===== config.mk =====
export PLATFORM = sky130hd
export DESIGN_NAME = dcache_preload_master
export DESIGN_NICKNAME = d
export VERILOG_FILES = /design/src/rtl/dcache_preload_master.sv
export SDC_FILE = /design/constraint.sdc
export NUM_CORES = 1
export LEC_CHECK = 0
export ABC_CLOCK_PERIOD_IN_PS = 3200
export CORE_MARGIN = 2
export CORE_UTILIZATION = 30
export DETAILED_ROUTE_END_ITERATION = 6
export GPL_TIMING_DRIVEN = 1
export PLACE_DENSITY = 0.55
export SYNTH_ARGS = -nofsm -noshare
export SYNTH_HDL_FRONTEND = slang
export SYNTH_SLANG_ARGS = --single-unit

===== constraint.sdc =====
create_clock -name clk -period 3.2 [get_ports clk]
set_input_delay 0.64 -clock clk [delete_from_list [all_inputs] [get_ports clk]]
set_output_delay 0.64 -clock clk [all_outputs]
set_load 0.05 [all_outputs]

===== src/rtl/dcache_preload_master.sv =====
// -----------------------------------------------------------------------------
// dcache_preload_master
//
// Host-side driver for the pipeline's data-memory preload port. A host pushes a
// word stream (base address, word count, then the data words); each data word
// becomes one single-cycle memory write at consecutive word addresses, and a
// one-cycle `done` pulse reports the end of the burst.
//
// Optional feature (compile-time macro): DCACHE_PRELOAD_VERIFY_EN
//   When defined, the loaded region is read back through `output_check` after
//   the last write. The XOR of all written words is compared with the XOR of
//   all read-back words, and the sticky `err` flag is set on a difference.
//   When undefined, LOAD goes straight to DONE and `err` is tied low.
//
// Handshake: a stream word transfers on a rising edge where s_valid && s_ready.
// s_ready is a registered function of the FSM state only, so there is no
// combinational path from s_valid to s_ready. The host may hold s_valid low
// for any number of cycles; nothing is lost while it stalls.
//
// Ports
//   clk           in   core clock, rising edge
//   arst_n        in   asynchronous active-low reset
//   s_valid       in   host stream word valid
//   s_data        in   host stream word [DPW]
//   s_ready       out  block accepts s_data this cycle (high in IDLE/CNT/LOAD)
//   data_en       out  memory write strobe, one cycle per data word
//   input_addr    out  byte address for write or readback [DPW]
//   input_data    out  write data [DPW]
//   output_check  in   combinational memory read data at input_addr [DPW]
//   busy          out  high whenever the FSM is outside IDLE
//   done          out  one-cycle pulse at the end of each burst
//   err           out  sticky verify mismatch, cleared by the next base word
//   dbg_state     out  current FSM state encoding (observation only)
// -----------------------------------------------------------------------------
module dcache_preload_master #(
  parameter int DPW   = 32,
  parameter int CNT_W = 8
) (
  input  logic           clk,
  input  logic           arst_n,
  input  logic           s_valid,
  input  logic [DPW-1:0] s_data,
  output logic           s_ready,
  output logic           data_en,
  output logic [DPW-1:0] input_addr,
  output logic [DPW-1:0] input_data,
  input  logic [DPW-1:0] output_check,
  output logic           busy,
  output logic           done,
  output logic           err,
  output logic [2:0]     dbg_state
);

  typedef enum logic [2:0] {
    S_IDLE   = 3'd0,
    S_CNT    = 3'd1,
    S_LOAD   = 3'd2,
    S_VERIFY = 3'd3,
    S_DONE   = 3'd4
  } state_e;

  state_e           state_q, state_d;
  logic [DPW-1:0]   base_q;
  logic [CNT_W-1:0] n_q;
  logic [CNT_W-1:0] idx_q;
  logic             s_ready_q;
  logic             data_en_q;
  logic [DPW-1:0]   input_addr_q;
  logic [DPW-1:0]   input_data_q;
  logic             busy_q;
  logic             done_q;
  logic             hs;
  logic             last_word;

`ifdef DCACHE_PRELOAD_VERIFY_EN
  logic [CNT_W-1:0] vidx_q;
  logic [DPW-1:0]   wr_xor_q;
  logic [DPW-1:0]   rd_xor_q;
  logic             err_q;
`endif

  // Byte offset of word i, zero-extended to the address width.
  function automatic logic [DPW-1:0] word_offset(input logic [CNT_W-1:0] i);
    logic [DPW-1:0] off;
    off = '0;
    off[CNT_W+1:0] = {i, 2'b00};
    return off;
  endfunction

  assign hs        = s_valid && s_ready_q;
  assign last_word = (idx_q == (n_q - CNT_W'(1)));

  // ---------------------------------------------------------------------------
  // Next-state logic
  // ---------------------------------------------------------------------------
  always_comb begin
    state_d = state_q;
    case (state_q)
      S_IDLE: begin
        if (hs) state_d = S_CNT;
      end
      S_CNT: begin
        if (hs) begin
          // A zero count skips both the writes and the readback.
          if (s_data[CNT_W-1:0] == '0) state_d = S_DONE;
          else                         state_d = S_LOAD;
        end
      end
      S_LOAD: begin
        if (hs && last_word) begin
`ifdef DCACHE_PRELOAD_VERIFY_EN
          state_d = S_VERIFY;
`else
          state_d = S_DONE;
`endif
        end
      end
      S_VERIFY: begin
`ifdef DCACHE_PRELOAD_VERIFY_EN
        // One readback address is issued per cycle; the last one is issued
        // when vidx_q reaches n-1, and its sample is taken in DONE.
        if (vidx_q == (n_q - CNT_W'(1))) state_d = S_DONE;
`else
        state_d = S_DONE;
`endif
      end
      S_DONE: begin
        state_d = S_IDLE;
      end
      default: begin
        state_d = S_IDLE;
      end
    endcase
  end

  // ---------------------------------------------------------------------------
  // State and registered outputs
  // ---------------------------------------------------------------------------
  always_ff @(posedge clk or negedge arst_n) begin
    if (!arst_n) begin
      state_q      <= S_IDLE;
      base_q       <= '0;
      n_q          <= '0;
      idx_q        <= '0;
      s_ready_q    <= 1'b1;
      data_en_q    <= 1'b0;
      input_addr_q <= '0;
      input_data_q <= '0;
      busy_q       <= 1'b0;
      done_q       <= 1'b0;
`ifdef DCACHE_PRELOAD_VERIFY_EN
      vidx_q       <= '0;
      wr_xor_q     <= '0;
      rd_xor_q     <= '0;
      err_q        <= 1'b0;
`endif
    end else begin
      state_q   <= state_d;
      // s_ready and busy are registered copies of the next state, so they
      // line up exactly with state_q in every cycle.
      s_ready_q <= (state_d == S_IDLE) || (state_d == S_CNT) || (state_d == S_LOAD);
      busy_q    <= (state_d != S_IDLE);
      data_en_q <= 1'b0;
      done_q    <= 1'b0;

      case (state_q)
        S_IDLE: begin
          if (hs) begin
            // Byte address is forced word-aligned.
            base_q <= {s_data[DPW-1:2], 2'b00};
            n_q    <= '0;
            idx_q  <= '0;
`ifdef DCACHE_PRELOAD_VERIFY_EN
            vidx_q   <= '0;
            wr_xor_q <= '0;
            rd_xor_q <= '0;
            err_q    <= 1'b0;
`endif
          end
        end

        S_CNT: begin
          if (hs) n_q <= s_data[CNT_W-1:0];
        end

        S_LOAD: begin
          if (hs) begin
            data_en_q    <= 1'b1;
            input_addr_q <= base_q + word_offset(idx_q);
            input_data_q <= s_data;
            idx_q        <= idx_q + CNT_W'(1);
`ifdef DCACHE_PRELOAD_VERIFY_EN
            wr_xor_q     <= wr_xor_q ^ s_data;
`endif
          end
        end

`ifdef DCACHE_PRELOAD_VERIFY_EN
        S_VERIFY: begin
          // input_addr is registered, so the sample taken at this edge belongs
          // to the address issued one edge earlier (skipped on the first edge,
          // when input_addr still holds the last write address).
          input_addr_q <= base_q + word_offset(vidx_q);
          if (vidx_q != '0) rd_xor_q <= rd_xor_q ^ output_check;
          vidx_q <= vidx_q + CNT_W'(1);
        end
`endif

        S_DONE: begin
          done_q <= 1'b1;
`ifdef DCACHE_PRELOAD_VERIFY_EN
          // Fold in the sample for the final readback address and compare.
          // A zero-count burst performs no readback and leaves err alone.
          if (n_q != '0) err_q <= ((rd_xor_q ^ output_check) != wr_xor_q);
`endif
        end

        default: begin
        end
      endcase
    end
  end

  assign s_ready    = s_ready_q;
  assign data_en    = data_en_q;
  assign input_addr = input_addr_q;
  assign input_data = input_data_q;
  assign busy       = busy_q;
  assign done       = done_q;
  assign dbg_state  = state_q;

`ifdef DCACHE_PRELOAD_VERIFY_EN
  assign err = err_q;
`else
  // Readback data has no consumer without the verify feature.
  logic unused_check;
  assign unused_check = ^output_check;
  assign err = 1'b0;
`endif

endmodule


Yosys cells after proc, flatten, opt, wreduce, memory -nomap -nowiden
Cells that the tools add are included.

Register bits after elaboration: 117. Logic and storage cells: 50. Output and inout port bits: 72. Bits of input ports: 67.

Reductions and logical operators: 14. Muxes and demuxes: 13. Eq/ne operators: 10. Add/subtract/negate cells: 3.

Operator list (number): adder 32 x 10 -> 32 bit (1); one-hot mux 8 bit (2 select lines) (2); two-way mux 8 bit (3); two-way mux 3 bit (4); one-hot mux 3 bit (4 select lines) (1); equality test 3 x 2 -> 1 bit, second input constant (3); adder 8 x 1 -> 8 bit, second input constant (1); equality test 8 bit (1); zero test 8 bit (1); subtractor 8 x 1 -> 8 bit, second input constant (1); equality test 3 x 1 -> 1 bit, second input constant (2); zero test 3 bit (2); != test 2 bit, second input constant (3); AND reduction 3 bit (2); AND reduction 2 bit (2); nonzero test 2 bit (2); equality test 3 bit, second input constant (1); two-way mux 1 bit (3); nonzero test 3 bit (1); logical AND 1 bit (2); logical OR 1 bit (2).

Logic depth before layout (Yosys ltp)
Gate-level depths: netlist of the first run.

Depth in word-level cells: 8. Gate-level depth with buffers: 10. Gate-level depth less buffers: 9.

Least setup slack after synthesis of the first run
Ideal clock, no wire load.

Kind: flip-flop to flip-flop. Start: register s_ready_q, in the netlist s_ready. End: register base_q[23]. Required time: 3.075 ns. Buffers on the path: 2. Stages on the path, launching flop included: 7. Clock period less this slack: 2.411 ns. Slack: 0.789 ns. Library setup time: 0.125 ns. Data arrival time: 2.286 ns. Cell sequence: dfstp_2 -> nand2_1 -> or3_1 -> clkbuf_1 -> nor2_1 -> clkbuf_1 -> mux2_2.

Cells in the longest elaborated chain, start to end: 2.

Ends and longest elaborated chain: from (decl) (line 66) `logic s_ready_q;`; from (signal assigned) (line 161) `s_ready_q <= (state_d == S_IDLE) || (state_d == S_CNT) || (state_d == S_LOAD);`; logical AND 1 bit (line 90) `assign hs = s_valid && s_ready_q;`; AND reduction 2 bit (no line); to (signal assigned) (line 170) `base_q <= {s_data[DPW-1:2], 2'b00};`; to (decl) (line 63) `logic [DPW-1:0] base_q;`.

Every way passes these cells. A chain may end at the register's enable or synchronous reset.

Worst setup path after layout of the first run
Start: register idx_q[0]. End: register input_addr_q[28], in the netlist input_addr[28].

Cells in the longest elaborated chain, start to end: 1.

Ends and longest elaborated chain: from (decl) (line 65) `logic [CNT_W-1:0] idx_q;`; from (signal assigned) (line 191) `idx_q <= idx_q + CNT_W'(1);`; adder 32 x 10 -> 32 bit (line 189) `input_addr_q <= base_q + word_offset(idx_q);`; to (signal assigned) (line 189); to (decl) (line 68) `logic [DPW-1:0] input_addr_q;`.

Every way passes these cells.

==> key figures, run 1 <==
Status
  • Status: complete, no violations

Setup path
  • Kind of critical path: register to register
  • Crit path cell chain: ha_1 -> inv_1 -> fa_1 -> nor2b_1 -> o31a_1 -> a221oi_1 -> buf_4 -> nor4_1 -> xnor2_1 -> o21ai_0
  • R2r worst-path depth: 10
  • Maximum fanout along the worst path: 11
  • CP Capture Type: register
  • Startpoint types: register
  • CP arrival: 2880 ps
  • Worst path slowest cell: dfrtp_1
  • CP Data Required Time: 3460 ps
  • CP peak stage delay: 450 ps

Synth
  • Distinct cells, synth: 56
  • Post-synth EDFFs: 0
  • Top_reg_cell synth: dfrtp_1
  • Seq/Total Area, Yosys: 0.5355
  • Yosys Warn Count: 0
  • Avg Cell Area, Syn: 9.740 µm²
  • Mapped cell area: 5376 µm²
  • #FFs+latches synth: 115
  • Post-synthesis cell count: 552
  • FFs w/ async S/R, synth: 1.000

Power and ir drop
  • Pwr Density: 1152 nW/µm²
  • Leakage Power: 3.185 nW
  • Pwr Total: 0.008407 W
  • Maximum VDD drop: 0.0004550 V

STA
  • Clock skew: 10.29 ps
  • Hold slack: 264.9 ps
  • Max Freq: 0.3808 GHz
  • Setup-failing EPs final: 0
  • Least-Margin Pin Slew: 903.2 ps
  • Tmin final: 2626 ps
  • Final worst-path cycle share: 0.8206
  • Final max-slew violation count: 0
  • Hold Violations, Final: 0
  • Total negative slack: 0 ps
  • RSZ-0062 raised after global routing: false
  • Slew HR: 0.3979

Floorplan
  • I/O Pins: 139
  • Die area: 19010 µm²
  • Die height: 137.9 µm
  • Initial core utilization: 0.3087
  • Rows: 48
  • Core Region: 17420 µm²
  • Die extent in x: 137.9 µm

Global route
  • Grt peak-use layer: met2
  • GRT overflow: 0
  • Global Route met1 Usage: 0.2130
  • Tot GR Track Use: 0.1558
  • Pin count of the biggest net entering global routing: 94
  • Met3 GRT Util: 0.04313
  • First-pass GRT wire length: 22580 µm
  • Initial antenna violation count: 0
  • Vias in the first global route: 4315
  • Grt met2 use: 0.2360

Drt
  • DRT Pass-1 Iters: 4
  • DRT Wirelength: 13800 µm
  • Routed via count: 4218
  • DRT antenna net count: 0
  • Via density: 4.718
  • WL/cell: 15.43 µm
  • 1st-iter DRT viols: 219
  • Residual DRC: 0

Clock network
  • H-Tree Depth: 4
  • Clock root buffer: clkbuf_16
  • CTS resizes: 0
  • Clock Pin Slew Worst Setup and Hold Paths: 60 ps
  • CTS buffer count: 17
  • CTS max path bufs: 2
  • Clk sinks: 115
  • Post CTS Setup Buffer Count: 0
  • Post-cts hold buffer count: 0
  • TritonCTS clock tree: done
  • Clk_lat worst skew: 420 ps

Min path
  • HP Class: primary input to async pin

Flow run
  • Maxcap violations: 0

Placed design
  • Final GP Congestion: 0.7674
  • Port bufs: 103
  • Dpl hpwl: 9535 µm

Cells and area
  • Number of nets in the final layout: 734
  • Area Growth Syn to Fin: 35.75%
  • Antenna cell count: 0
  • Fraction of layout cells with a size suffix above 1: 0.1121
-- worst max-delay path, delay by kind of cell (launching register included) --
family,cells,cell delay (ps)
AOI/OAI and AO/OA,3,400
xor gates and xnor gates,1,170
adders and majority gates,2,630
buffers and inverters,2,260
DFF,1,450
and+or+nand+nor,2,550
-- state kept, by name, indices dropped and copies added, names as in the netlist, 3 cells and up --
signal	cells
base_q	30
dbg_state	3
idx_q	8
input_addr	30
input_data	32
n_q	8
-- path summary, 6_finish.rpt --
check                                            from                    endpoint  slack, ps
max                              idx_q[0]$_DFFE_PN0P_  input_addr[28]$_DFFE_PN0P_        570
min                                            arst_n   input_data[4]$_DFFE_PN0P_        260
max reg2reg                      idx_q[0]$_DFFE_PN0P_  input_addr[28]$_DFFE_PN0P_        570
min reg2reg                input_data[24]$_DFFE_PN0P_  input_data[24]$_DFFE_PN0P_        470
max in group asynchronous                      arst_n  input_data[23]$_DFFE_PN0P_       2160
min in group clk           input_data[24]$_DFFE_PN0P_  input_data[24]$_DFFE_PN0P_        470
-- where the power goes --
group | total [W] | internal, W | switching [W]
Combinational | 0.00380 | 0.00142 | 0.00239
Clock | 0.00200 | 0.00129 | 0.000710
Sequential | 0.00260 | 0.00209 | 0.000511
-- synth_stat cells, types with 3 or more instances --
master / instances / area share
nor2_1: 18 / 0.013
nand4_1: 5 / 0.0058
inv_1: 12 / 0.0084
nand3_1: 10 / 0.0093
ha_1: 10 / 0.023
xnor2_1: 28 / 0.046
nor2b_1: 4 / 0.0047
dfrtp_1: 114 / 0.53
and3_1: 4 / 0.0047
nor4_1: 7 / 0.0081
nor3_1: 7 / 0.0065
o21ai_0: 51 / 0.047
a21oi_1: 10 / 0.0093
buf_4: 3 / 0.0042
a31oi_1: 3 / 0.0035
a21o_1: 4 / 0.0056
xor2_1: 11 / 0.018
nand2_1: 159 / 0.11
clkbuf_1: 22 / 0.015
mux2_2: 26 / 0.054
-- layout make-up --
| cell class | count | area (µm²) |
|---|---|---|
| tap | 225 | 281.5 |
| clock inverter | 15 | 190.2 |
| timing repair buffer | 111 | 1126 |
| sequential | 115 | 2879 |
| clock buffer | 17 | 425.4 |
| multi-input combinational | 398 | 2347 |
| fill | 1682 | 10120 |
| inverter | 13 | 48.80 |
-- stage by stage --
stage	area [µm²]	util	setup WS [ps]	std cells
floorplan	5384	-	789.4	554
global placement	6683	0.3837	479.4	862
detailed placement	6683	0.3837	444.5	862
CTS	7298	0.4190	568.7	894
global route	7298	0.4190	402.6	894
finish	7298	0.4190	574.0	894
-- metal layers --
metal | share of wire | routed length [µm]
met1 | 0.48 | 6582
met2 | 0.45 | 6236
met5 | 0 | 0
met3 | 0.056 | 774
met4 | 0.015 | 201
-- layout by cell type, fill, tap and decap left out, types with 3 or more instances in the layout --
master           instances
nand4_1                  5
clkdlybuf4s50_1        102
nor2b_1                  4
xnor2_1                 28
dfrtp_1                114
a31oi_1                  3
nor3_1                   7
nor4_1                   7
inv_1                   12
mux2_2                  26
buf_4                    6
conb_1                   3
a21oi_1                 10
nand2_1                159
ha_1                    10
a21o_1                   4
clkbuf_16               17
xor2_1                  11
and3_1                   4
clkinv_2                 6
clkinvlp_4               3
bufinv_16                4
nor2_1                  17
nand3_1                 10
buf_12                   3
o21ai_0                 51
-- logic make-up (layout without fill, tap and decap cells) --
family / after synthesis / after routing / synth area share
flops: 115 / 115 / 0.5355
simple gates: 228 / 228 / 0.1829
xor+xnor: 39 / 39 / 0.06353
buf+inv: 41 / 156 / 0.03118
mux: 27 / 27 / 0.05632
compound gates: 90 / 90 / 0.1029
fa+ha+maj: 11 / 11 / 0.02700
other cells: 1 / 3 / 0.0006975
(Power assumes the default switching activity.)
==> inputs of run 2 (changes only) <==
- ABC_CLOCK_PERIOD_IN_PS: 3200 -> 2150
- PLACE_DENSITY: 0.55 -> 0.57
- clock period: 3.2 -> 2.15 ns (I/O delays scaled with it)
==> key figures, run 2 (same netlist as run 1, synthesis figures left out) <==
Cells and area
  • Fin area: 7702 µm² (was 7298 µm²)
  • Area Growth Syn to Fin: 43.26% (was 35.75%)
  • Number of nets in the final layout: 777 (was 734)
  • Commonest non-fill, non-tap cell in the layout: nand2_1 (unchanged)
  • Antenna cell count: 0 (unchanged)
  • Fraction of layout cells with a size suffix above 1: 0.1927 (was 0.1121)
  • Most frequent cells in the layout: 158 x nand2_1, 114 x dfrtp_1, 98 x clkdlybuf4s50_1 (was 159 x nand2_1, 114 x dfrtp_1, 102 x clkdlybuf4s50_1)
  • Max reg flops: 32 (unchanged)

STA
  • Clock skew: 7.998 ps (was 10.29 ps)
  • Setup ws final: -83.52 ps (was 574.0 ps)
  • Least-Margin Pin Slew: 652.9 ps (was 903.2 ps)
  • Tmin final: 2234 ps (was 2626 ps)
  • Hold Violations, Final: 1 (was 0)
  • RSZ-0062 raised after global routing: true (was false)
  • Max Freq: 0.4477 GHz (was 0.3808 GHz)
  • Setup-failing EPs final: 15 (was 0)
  • Final max-slew violation count: 0 (unchanged)
  • Hold slack: -2.390 ps (was 264.9 ps)
  • Final worst-path cycle share: 1.039 (was 0.8206)
  • Slew HR: 0.5647 (was 0.3979)

Global route
  • Pin count of the biggest net entering global routing: 72 (was 94)
  • Vias in the first global route: 4430 (was 4315)
  • First-pass GRT wire length: 23490 µm (was 22580 µm)
  • Initial antenna violation count: 0 (unchanged)
  • GRT overflow: 0 (unchanged)
  • Tot GR Track Use: 0.1622 (was 0.1558)

Placed design
  • Dpl hpwl: 10800 µm (was 9535 µm)
  • Cell Area, Placed: 7017 µm² (was 6683 µm²)
  • Port bufs: 103 (unchanged)
  • Final GP Congestion: 0.7898 (was 0.7674)
  • Pre-CTS WS: -145.1 ps (was 444.5 ps)

Drt
  • DRT Wirelength: 14500 µm (was 13800 µm)
  • DRT antenna net count: 0 (unchanged)
  • WL/cell: 15.49 µm (was 15.43 µm)
  • Via density: 4.627 (was 4.718)
  • Routed via count: 4331 (was 4218)
  • Residual DRC: 0 (unchanged)
  • DRT Pass-1 Iters: 4 (unchanged)
  • 1st-iter DRT viols: 236 (was 219)

Floorplan
  • Core Region: 17420 µm² (unchanged)
  • Die extent in x: 137.9 µm (unchanged)
  • Initial core utilization: 0.3087 (unchanged)
  • Rows: 48 (unchanged)
  • I/O Pins: 139 (unchanged)
  • Die area: 19010 µm² (unchanged)
  • Die height: 137.9 µm (unchanged)

Power and ir drop
  • Maximum VDD drop: 0.0006745 V (was 0.0004550 V)
  • Pwr Total: 0.01286 W (was 0.008407 W)
  • Leakage Power: 3.455 nW (was 3.185 nW)
  • Pwr Density: 1669 nW/µm² (was 1152 nW/µm²)

Setup path
  • Startpoint types: register (unchanged)
  • Worst path slowest cell: dfrtp_1 (unchanged)
  • CP arrival: 2500 ps (was 2880 ps)
  • Kind of critical path: register to register (unchanged)
  • CP Data Required Time: 2410 ps (was 3460 ps)
  • CP Capture Type: register (unchanged)
  • Maximum fanout along the worst path: 6 (was 11)
  • CP peak stage delay: 390 ps (was 450 ps)
  • Crit path cell chain: ha_2 -> inv_2 -> fa_2 -> nor2b_2 -> o31a_1 -> a221oi_2 -> buf_6 -> nor2_1 -> xnor2_1 -> o21ai_0 (was ha_1 -> inv_1 -> fa_1 -> nor2b_1 -> o31a_1 -> a221oi_1 -> buf_4 -> nor4_1 -> xnor2_1 -> o21ai_0)

Status
  • Status: finished with violations (was complete, no violations)
  • Failing checks: negative hold slack, negative setup slack

Clock network
  • Post-cts hold buffer count: 0 (unchanged)
  • Clock Pin Slew Worst Setup and Hold Paths: 50 ps (was 60 ps)
  • TritonCTS clock tree: done (unchanged)
  • CTS buffer count: 17 (unchanged)
  • H-Tree Depth: 4 (unchanged)
  • Clk_lat worst skew: 420 ps (about the same)
  • Clk sinks: 115 (unchanged)
  • Clock root buffer: clkbuf_16 (unchanged)
  • CTS max path bufs: 2 (unchanged)

Min path
  • HP Class: primary input to async pin (unchanged)

Flow run
  • Maxcap violations: 0 (unchanged)
[run 2: changes by cell type in the layout (fill, tap and decap cells not counted), sizes merged]
cell,delta
dlygate4sd2,+1
bufinv,-1
buf,+46
clkdlybuf4s50,-4
clkinvlp,-1
clkbuf,+3
clkinv,-2
[run 2: power by group]
part / internal (W) / switching, W / total, W
Combinational: 0.00240 / 0.00373 / 0.00613
Clock: 0.00186 / 0.000961 / 0.00282
Sequential: 0.00311 / 0.000793 / 0.00391
[run 2: worst max-delay path: cells and delay by family (launching register included)]
kind	cells	cell delay, ps
flip-flops	1	390
adder cells (fa/ha/maj)	2	400
buffers and inverters	2	250
AND/OR/NAND/NOR	2	120
XOR/XNOR	1	150
AO/OA/AOI/OAI	3	780
[run 2: what timing repair did]
item / in CTS / in global routing
gates resized for setup: 11 / 15
endpoints found under the setup margin: 19 / 24
pin swaps: 7 / 9
buffers inserted: 1 / 1
cloned: 1 / 0
[run 2: metal layers]
layer	vias up	wire length [µm]	GRT usage
met3	14	751	0.04203
met1	2074	7166	0.2321
met2	91	6423	0.2371
met4	0	162	0.05669
li1	2152	-	-
met5	-	0	0
[run 2: area by class of cell]
cell class,count,area (µm²)
Clock buffer,20,456.7
Clock inverter,11,135.1
Fill cell,1681,9714
Inverter,13,48.80
Multi-Input combinational cell,398,2457
Sequential cell,115,2879
Tap cell,225,281.5
Timing Repair Buffer,154,1444
[run 2: metrics by stage]
stage | util | instances | setup TNS [ps] | hold WS, ps
after floorplan | - | 554 | 0 | 134.4
after global placement | 0.4029 | 902 | -4727 | 441.1
after detailed placement | 0.4029 | 902 | -6016 | 450.9
after CTS | 0.4390 | 935 | -1237 | 7.243
after global routing | 0.4422 | 936 | -2991 | 27.46
final | 0.4422 | 936 | -923.2 | -2.390
[run 2: path summary, 6_finish.rpt]
check	slack (ps)	cells after the start	startpoint	endpoint
min in group clk	470	2	input_data[2]$_DFFE_PN0P_	input_data[2]$_DFFE_PN0P_
hold reg to reg	470	2	input_data[2]$_DFFE_PN0P_	input_data[2]$_DFFE_PN0P_
hold / removal	-2	1	arst_n	n_q[6]$_DFFE_PN0P_
setup reg to reg	-80	10	base_q[2]$_DFFE_PN0P_	input_addr[16]$_DFFE_PN0P_
max in group asynchronous	1470	2	arst_n	s_ready$_DFF_PN1_
setup / recovery	-80	10	base_q[2]$_DFFE_PN0P_	input_addr[16]$_DFFE_PN0P_
